### src/rtl/debug_pkg.sv
// Shared encodings for the debug run/step sequencer: states, command codes,
// halt-event causes and default widths.
package debug_pkg;

  localparam int DEFAULT_COUNT_W = 16;
  localparam int DEFAULT_ADDR_W  = 16;

  typedef enum logic [1:0] {
    ST_HALTED     = 2'd0,
    ST_RUN        = 2'd1,
    ST_STEP_CYC   = 2'd2,
    ST_STEP_INSTR = 2'd3
  } state_t;

  typedef enum logic [2:0] {
    CMD_NOP        = 3'd0,
    CMD_RUN        = 3'd1,
    CMD_HALT       = 3'd2,
    CMD_STEP_CYC   = 3'd3,
    CMD_STEP_INSTR = 3'd4
  } cmd_t;

  typedef enum logic [1:0] {
    CAUSE_HALT_CMD   = 2'd0,
    CAUSE_STEP_DONE  = 2'd1,
    CAUSE_BREAKPOINT = 2'd2,
    CAUSE_REJECTED   = 2'd3
  } cause_t;

endpackage

### src/rtl/debug_bp_match.sv
// Address breakpoint comparator with a skip flag that ignores the first
// instruction boundary after resuming from a breakpoint halt.
module debug_bp_match
  import debug_pkg::*;
#(
  parameter int ADDR_W = DEFAULT_ADDR_W
) (
  input  logic              i_clk,
  input  logic              i_resetn,
  input  logic              i_halt,
  input  logic              i_ctrlInstrFinishedN,
  input  logic [ADDR_W-1:0] i_pc,
  input  logic [ADDR_W-1:0] i_bpAddr,
  input  logic              i_bpEnableN,
  input  logic              i_setSkip,
  output logic              o_match
);

  logic r_skip;
  logic w_boundary;

  assign w_boundary = !i_halt && !i_ctrlInstrFinishedN;
  assign o_match    = w_boundary && !i_bpEnableN && (i_pc == i_bpAddr) && !r_skip;

  // The boundary that clears the skip flag is itself suppressed above.
  always_ff @(posedge i_clk) begin
    if (!i_resetn) begin
      r_skip <= 1'b0;
    end else if (i_setSkip) begin
      r_skip <= 1'b1;
    end else if (w_boundary) begin
      r_skip <= 1'b0;
    end
  end

endmodule

### src/rtl/debug_run_ctrl.sv
// Run/step sequencer driving the CPU halt line from debug-host commands.
// Define DEBUG_RUN_CYCLE_COUNTER_EN to add the o_runCycles unhalted-cycle counter.
module debug_run_ctrl
  import debug_pkg::*;
#(
  parameter int COUNT_W = DEFAULT_COUNT_W,
  parameter int ADDR_W  = DEFAULT_ADDR_W
) (
  input  logic               i_clk,
  input  logic               i_resetn,
  input  logic               i_cmdValid,
  output logic               o_cmdReady,
  input  logic [2:0]         i_cmd,
  input  logic [COUNT_W-1:0] i_cmdArg,
  input  logic               i_ctrlInstrFinishedN,
  input  logic [ADDR_W-1:0]  i_pc,
  input  logic [ADDR_W-1:0]  i_bpAddr,
  input  logic               i_bpEnableN,
  output logic               o_halt,
  output logic [1:0]         o_state,
  output logic [COUNT_W-1:0] o_remaining,
  output logic               o_evtValid,
  output logic [1:0]         o_evtCause
`ifdef DEBUG_RUN_CYCLE_COUNTER_EN
  ,
  output logic [31:0]        o_runCycles
`endif
);

  localparam logic [COUNT_W-1:0] ONE = COUNT_W'(1);

  state_t             r_state, w_nextState;
  logic               r_halt, w_nextHalt;
  logic [COUNT_W-1:0] r_remaining, w_nextRemaining;
  logic               r_evtValid, w_nextEvtValid;
  cause_t             r_evtCause, w_nextEvtCause;
  logic               r_lastBp, w_nextLastBp;
  logic               w_setSkip;
  logic               w_match;
  logic               w_isGo;
  logic               w_boundary;

  assign o_cmdReady  = i_resetn;
  assign o_halt      = r_halt;
  assign o_state     = r_state;
  assign o_remaining = r_remaining;
  assign o_evtValid  = r_evtValid;
  assign o_evtCause  = r_evtCause;

  assign w_isGo     = (i_cmd == CMD_RUN) || (i_cmd == CMD_STEP_CYC) || (i_cmd == CMD_STEP_INSTR);
  assign w_boundary = !r_halt && !i_ctrlInstrFinishedN;

  debug_bp_match #(.ADDR_W(ADDR_W)) u_bpMatch (
    .i_clk                (i_clk),
    .i_resetn             (i_resetn),
    .i_halt               (r_halt),
    .i_ctrlInstrFinishedN (i_ctrlInstrFinishedN),
    .i_pc                 (i_pc),
    .i_bpAddr             (i_bpAddr),
    .i_bpEnableN          (i_bpEnableN),
    .i_setSkip            (w_setSkip),
    .o_match              (w_match)
  );

  always_ff @(posedge i_clk) begin
    if (!i_resetn) begin
      r_state     <= ST_HALTED;
      r_halt      <= 1'b1;
      r_remaining <= '0;
      r_evtValid  <= 1'b0;
      r_evtCause  <= CAUSE_HALT_CMD;
      r_lastBp    <= 1'b0;
    end else begin
      r_state     <= w_nextState;
      r_halt      <= w_nextHalt;
      r_remaining <= w_nextRemaining;
      r_evtValid  <= w_nextEvtValid;
      r_evtCause  <= w_nextEvtCause;
      r_lastBp    <= w_nextLastBp;
    end
  end

  // Halt sources are prioritised HALT command, then breakpoint, then step end;
  // a rejected command only reports when nothing else did this cycle.
  always_comb begin
    w_nextState     = r_state;
    w_nextHalt      = r_halt;
    w_nextRemaining = r_remaining;
    w_nextEvtValid  = 1'b0;
    w_nextEvtCause  = r_evtCause;
    w_nextLastBp    = r_lastBp;
    w_setSkip       = 1'b0;
    if (r_state == ST_HALTED) begin
      if (i_cmdValid) begin
        case (i_cmd)
          CMD_RUN: begin
            w_nextState = ST_RUN;
            w_nextHalt  = 1'b0;
            w_setSkip   = r_lastBp;
          end
          CMD_STEP_CYC, CMD_STEP_INSTR: begin
            if (i_cmdArg == '0) begin
              w_nextEvtValid = 1'b1;
              w_nextEvtCause = CAUSE_STEP_DONE;
              w_nextLastBp   = 1'b0;
            end else begin
              w_nextState     = (i_cmd == CMD_STEP_CYC) ? ST_STEP_CYC : ST_STEP_INSTR;
              w_nextHalt      = 1'b0;
              w_nextRemaining = i_cmdArg;
              w_setSkip       = r_lastBp;
            end
          end
          default: ;
        endcase
      end
    end else if (i_cmdValid && (i_cmd == CMD_HALT)) begin
      w_nextState    = ST_HALTED;
      w_nextHalt     = 1'b1;
      w_nextEvtValid = 1'b1;
      w_nextEvtCause = CAUSE_HALT_CMD;
      w_nextLastBp   = 1'b0;
    end else if (w_match) begin
      w_nextState    = ST_HALTED;
      w_nextHalt     = 1'b1;
      w_nextEvtValid = 1'b1;
      w_nextEvtCause = CAUSE_BREAKPOINT;
      w_nextLastBp   = 1'b1;
    end else begin
      if ((r_state == ST_STEP_CYC && r_remaining == ONE) ||
          (r_state == ST_STEP_INSTR && r_remaining == '0)) begin
        w_nextState     = ST_HALTED;
        w_nextHalt      = 1'b1;
        w_nextRemaining = '0;
        w_nextEvtValid  = 1'b1;
        w_nextEvtCause  = CAUSE_STEP_DONE;
        w_nextLastBp    = 1'b0;
      end else if (r_remaining != '0 &&
                   (r_state == ST_STEP_CYC || (r_state == ST_STEP_INSTR && w_boundary))) begin
        w_nextRemaining = r_remaining - ONE;
      end
      if (!w_nextEvtValid && i_cmdValid && w_isGo) begin
        w_nextEvtValid = 1'b1;
        w_nextEvtCause = CAUSE_REJECTED;
      end
    end
  end

`ifdef DEBUG_RUN_CYCLE_COUNTER_EN
  logic [31:0] r_runCycles;
  logic        w_clrRun;

  assign w_clrRun    = (r_state == ST_HALTED) && i_cmdValid && w_isGo;
  assign o_runCycles = r_runCycles;

  always_ff @(posedge i_clk) begin
    if (!i_resetn) begin
      r_runCycles <= '0;
    end else if (w_clrRun) begin
      r_runCycles <= '0;
    end else if (!r_halt) begin
      r_runCycles <= r_runCycles + 32'd1;
    end
  end
`endif

endmodule

### config.mk
export PLATFORM = sky130hd
export DESIGN_NAME = debug_run_ctrl
export DESIGN_NICKNAME = d
export VERILOG_FILES = /design/src/rtl/debug_pkg.sv /design/src/rtl/debug_bp_match.sv /design/src/rtl/debug_run_ctrl.sv
export SDC_FILE = /design/constraint.sdc
export NUM_CORES = 1
export LEC_CHECK = 0
export CORE_ASPECT_RATIO = 0.8
export CORE_MARGIN = 3
export CORE_UTILIZATION = 39
export CTS_CLUSTER_DIAMETER = 120
export DETAILED_ROUTE_END_ITERATION = 8
export PLACE_DENSITY_LB_ADDON = 0.08
export SYNTH_ARGS = -nofsm -noshare
export SYNTH_HDL_FRONTEND = slang
export SYNTH_HIERARCHICAL = 1
export SYNTH_SLANG_ARGS = --single-unit
### constraint.sdc
create_clock -name i_clk -period 2.7 [get_ports i_clk]
set_input_delay 0.675 -clock i_clk [delete_from_list [all_inputs] [get_ports i_clk]]
set_output_delay 0.675 -clock i_clk [all_outputs]
set_load 0.05 [all_outputs]
# == Word level (Yosys, flattened, before mapping) ==
# Index checks and enable logic that the tools add are counted.
# Widths: inputs -> output; s select.
# word_totals
reg_bits,24
# classes
n_addsub,1
mux,54
eq_ne,16
n_reduce_logical,33
# ops
op,n
$mux 16,8
$logic_not 16->1,2
$mux 1,29
$mux 2,14
$eq 16x1->1 const B,1
$eq 16x16->1,1
$reduce_bool 16->1,1
$sub 16x1->16 const B,1
$logic_and 1x1->1,11
$ne 2x2->1 const B,4
$reduce_and 4->1,2
$eq 3x2->1 const B,2
$reduce_and 6->1,1
$logic_not 1->1,5
$reduce_bool 5->1,1
$eq 2x2->1 const B,2
$logic_or 1x1->1,4
$ne 2x1->1 const B,2
$pmux 1 s2,2
$pmux 2 s2,1
$reduce_bool 4->1,1
$eq 3x1->1 const B,1
$eq 3x3->1 const B,1
$ne 3x2->1 const B,1
other kinds (6),6

# == Depth between registers and ports, before layout ==
# logic_depth
ltp_word,15
ltp_mapped,10
depth_no_buf,9

# == Hierarchy ==
# The synthesis kept the hierarchy.
# by_module_without_submodules
mod,seq_area_each_um2,n_inst,area_each_um2,cells_each
debug_run_ctrl,460.4,1,1657.8,209
debug_bp_match,20.0,1,224.0,26

# == Worst setup path before layout ==
# No wires, ideal clock.
# synth_timing
kind,input to register
start,in i_ctrlInstrFinishedN
end,"reg r_remaining[11], in the netlist o_remaining[11]"
setup_time_ns,0.117
arrival_ns,2.638
path_stages,10
required_time_ns,2.583
n_path_buf,1
slack_ns,-0.055
path_cell_list,or4_1 -> nor2_1 -> nand4_1 -> nor4_2 -> nor3_1 -> a41oi_4 -> a21oi_2 -> and2_1 -> buf_2 -> a32o_1
# synth_between
elab_chain_cells,7
# synth_lines
item,line_no,rtl
start: declaration,debug_run_ctrl.sv:15,"input logic i_ctrlInstrFinishedN,"
$logic_not 1->1,debug_bp_match.sv:22,assign w_boundary = !i_halt && !i_ctrlInstrFinishedN;
$logic_and 1x1->1,debug_bp_match.sv:22,
$logic_and 1x1->1 (3 in series),debug_bp_match.sv:23,assign o_match = w_boundary && !i_bpEnableN && (i_pc == i_bpAddr) && !r_skip;
net w_match,debug_run_ctrl.sv:39,logic w_match;
$ne 2x2->1 (no source line),n/a,
$reduce_and 6->1 (no source line),n/a,
end signal: assignment,debug_run_ctrl.sv:76,r_remaining <= w_nextRemaining;
end: declaration,debug_run_ctrl.sv:34,"logic [COUNT_W-1:0] r_remaining, w_nextRemaining;"
# The timed path passes the listed nets, and every way through them passes these cells.
# A chain may end at the register's enable or synchronous reset.

# == Worst setup path after layout ==
# layout_timing
start,in i_bpAddr[4]
end,"reg r_remaining[9], in the netlist o_remaining[9]"
# layout_between
elab_chain_cells,5
# layout_lines
item,line_no,rtl
start: declaration,debug_run_ctrl.sv:17,"input logic [ADDR_W-1:0] i_bpAddr,"
$eq 16x16->1,debug_bp_match.sv:23,
$logic_and 1x1->1 (2 in series),debug_bp_match.sv:23,
net w_match,debug_run_ctrl.sv:39,
$ne 2x2->1 (no source line),n/a,
$reduce_and 6->1 (no source line),n/a,
# The timed path passes the listed nets, and every way through them passes these cells.

==> impl_metrics.json <==
{
  "status": "completed",
  "ir_drop_mv": 0.335,
  "grt_overflow": 0,
  "grt_max_degree": 27,
  "p_leak_uw": 0.00126,
  "rr_worst_depth": 10,
  "grt_pass1_vias": 1926,
  "netlist_instances": 235,
  "dr.first_iter.drc_count": 149,
  "path_class": "in -> reg",
  "start_util_pct": 42.6,
  "coreArea_um2": 4410,
  "path_clk_slew_ps": 80,
  "die_h_um": 68.1,
  "r2r_setup_slack_ps": 380,
  "drive_gt1_share_pct": 20.1,
  "die_x_um": 83.7,
  "dp.cells": 380,
  "syn-num-nets": 294,
  "grt_use_total_pct": 21.7,
  "synth_seq_area_share_pct": 25.5,
  "finalCritPeriodShare_pct": 94.3,
  "detail-route-antenna-nets": 0,
  "gp_congestion": 0.904,
  "r2r_start": "u_bpMatch/r_skip",
  "placementRows": 21,
  "hp-start": "o_remaining[10]",
  "yosysTopAreaCellShare_pct": 25.5,
  "num_vias": 2209,
  "period_needed_ps": 2550,
  "ys_seq_elements": 24,
  "drc_errors": 0,
  "timing_hold_violations_final": 0,
  "wirelength_um": 6290,
  "root_buffer": "clkbuf_8",
  "rsz0062_at_grt": "false",
  "synthFlopType": "dfxtp_1",
  "wl_per_cell_um": 16.3,
  "multiInputGateArea_um2": 1360,
  "hold_depth": 2,
  "fin_cells": 386,
  "seq_area_um2": 480,
  "synth_common_cells": "32 x nand2_1, 24 x dfxtp_1, 16 x xor2_1",
  "grt_pass1_wl_um": 9950,
  "hold_class": "reg -> reg",
  "worstPathRequired_ps": 2920,
  "hold_end": "o_remaining[10]",
  "h-tree-depth": 1,
  "relSlewSlack_pct": 62.0,
  "vias_per_cell": 5.72,
  "yosysTopAreaCell": "dfxtp_1",
  "dp_hpwl_um": 4930,
  "clock.fmax_mhz": 393,
  "area_growth_pct": 57.6,
  "synth_edf_count": 0,
  "slew_violations": 0,
  "die-area_um2": 5700,
  "synth_area_um2": 1880,
  "arrival_ps": 2770,
  "drt-pass1-iter-count": 5,
  "io_pins": 79,
  "synth_area_leaders": "dfxtp_1 26%, xor2_1 7.4%, nand2_1 6.4%, a32o_1 3.7%, nor4_2 3.3%",
  "cts_made_buffers": 3,
  "cts.sinks": 24,
  "tightest_slew_ps": 569,
  "clockBufferDepth": 2,
  "endpoint_kind": "register",
  "synthArstFlopShare_pct": 0,
  "nets": 390,
  "portBuffers": 78,
  "tns_ps": 0,
  "fillers": 398,
  "cts_tree": "done",
  "rr_endpoint": "o_remaining[9]",
  "cp_max_fo": 5,
  "synth.most_common_cell": "nand2_1",
  "skew_ps": 2.59,
  "clock_latency_ps": 270,
  "yosys_warnings": 6,
  "maxCapViolCount": 0,
  "pwr_density_cell_nw_per_um2": 454,
  "startpoint_type": "input pin",
  "synth_cell_types": 60,
  "antenna_found_initial": 0,
  "syn_avg_cell_area_um2": 8.01,
  "insertedDiodeCount": 0,
  "final-setup-viol-count": 0
}
[layout by cell type, fill, tap and decap left out, drive strengths merged, types with 7 or more instances in the layout]
cell type,netlist,layout
xor2,16,16
o21ai,13,13
nand3,10,10
nand2,32,32
dfxtp,24,24
nor3,8,8
nor2,13,13
dlymetal6s2s,0,16
nor4,13,13
a21oi,11,11
clkbuf,6,10
clkdlybuf4s50,0,53
buf,7,27
a32o,7,7
[worst max-delay path by stage]
| stage | end | cells after the start | from |
|---|---|---|---|
| after floorplan | o_remaining[4] | 10 | i_bpEnableN |
| after CTS | o_remaining[9] | 12 | i_bpAddr[0] |
| after detailed placement | o_remaining[7] | 11 | i_bpAddr[2] |
| final | o_remaining[9] | 11 | i_bpAddr[4] |
| after global routing | o_remaining[9] | 12 | i_pc[0] |
| after global placement | o_remaining[11] | 11 | i_bpAddr[2] |
[where the power goes]
group	total, uW	switching (uW)	leakage [uW]	internal, uW
combinational	697	393	0.00104	304
clock	216	116	0.0000216	100
sequential	433	48.6	0.000196	384
total	1350	558	0.00126	788
[per-layer routing]
layer / vias up / GRT usage, % / routed length [um]
li1: 1079 / - / -
met5: - / 0 / 0
met1: 1011 / 33.3 / 3070
met3: 8 / 5.54 / 521
met4: 0 / 3.61 / 68
met2: 111 / 30.3 / 2630
[flip-flops by register name (all words and copies together) (netlist names)]
| signal | flops |
|---|---|
| o_evtCause | 2 |
| o_evtValid | 1 |
| o_halt | 1 |
| o_remaining | 16 |
| o_state | 2 |
| r_lastBp | 1 |
| u_bpMatch/r_skip | 1 |
[per-stage QoR]
stage	hold slack [ps]	worst slack (ps)	util (%)	power (uW)	cell area [um2]
detailed placement	477	-512	64.9	1120	2870
finish	500	153	67.2	1350	2970
global placement	473	-488	64.9	1120	2870
floorplan	433	-5.10	-	854	1900
global route	528	12.6	67.2	1420	2970
CTS	495	0.276	66.4	1350	2930
[timing repair]
item / in CTS / in global routing
pin swaps: 10 / 19
setup endpoints to repair: 15 / 19
buffers inserted: 2 / 1
hold buffers: 0 / 0
resized for setup: 13 / 33
[critical path: stages]
cell             delay, ps
clkdlybuf4s50_1        410
xor2_1                 170
nor4_2                 160
nand4_1                170
nor4_4                 290
nor3_2                  90
a41oi_4                240
buf_6                  150
a21o_1                 150
and3_1                 170
a31o_1                  80
[cell type report]
cell class              instances  share of cell area (%)
multi-input cells             192                    45.7
clock buffers                   3                    1.39
repair buffers                104                    33.5
inverters                       6                   0.759
well taps                      57                    2.41
flip-flops and latches         24                    16.2
[kinds of logic (layout without fill, tap and decap cells)]
group,after synthesis,after routing,share of synthesized area (%)
xor gates and xnor gates,18,18,8.38
and+or+nand+nor,105,105,32.8
DFF,24,24,25.5
adders and majority gates,3,3,1.99
muxes,1,1,0.598
buffers and inverters,19,113,4.79
AOI/OAI and AO/OA,65,65,25.9
(Power assumes the default switching activity.)
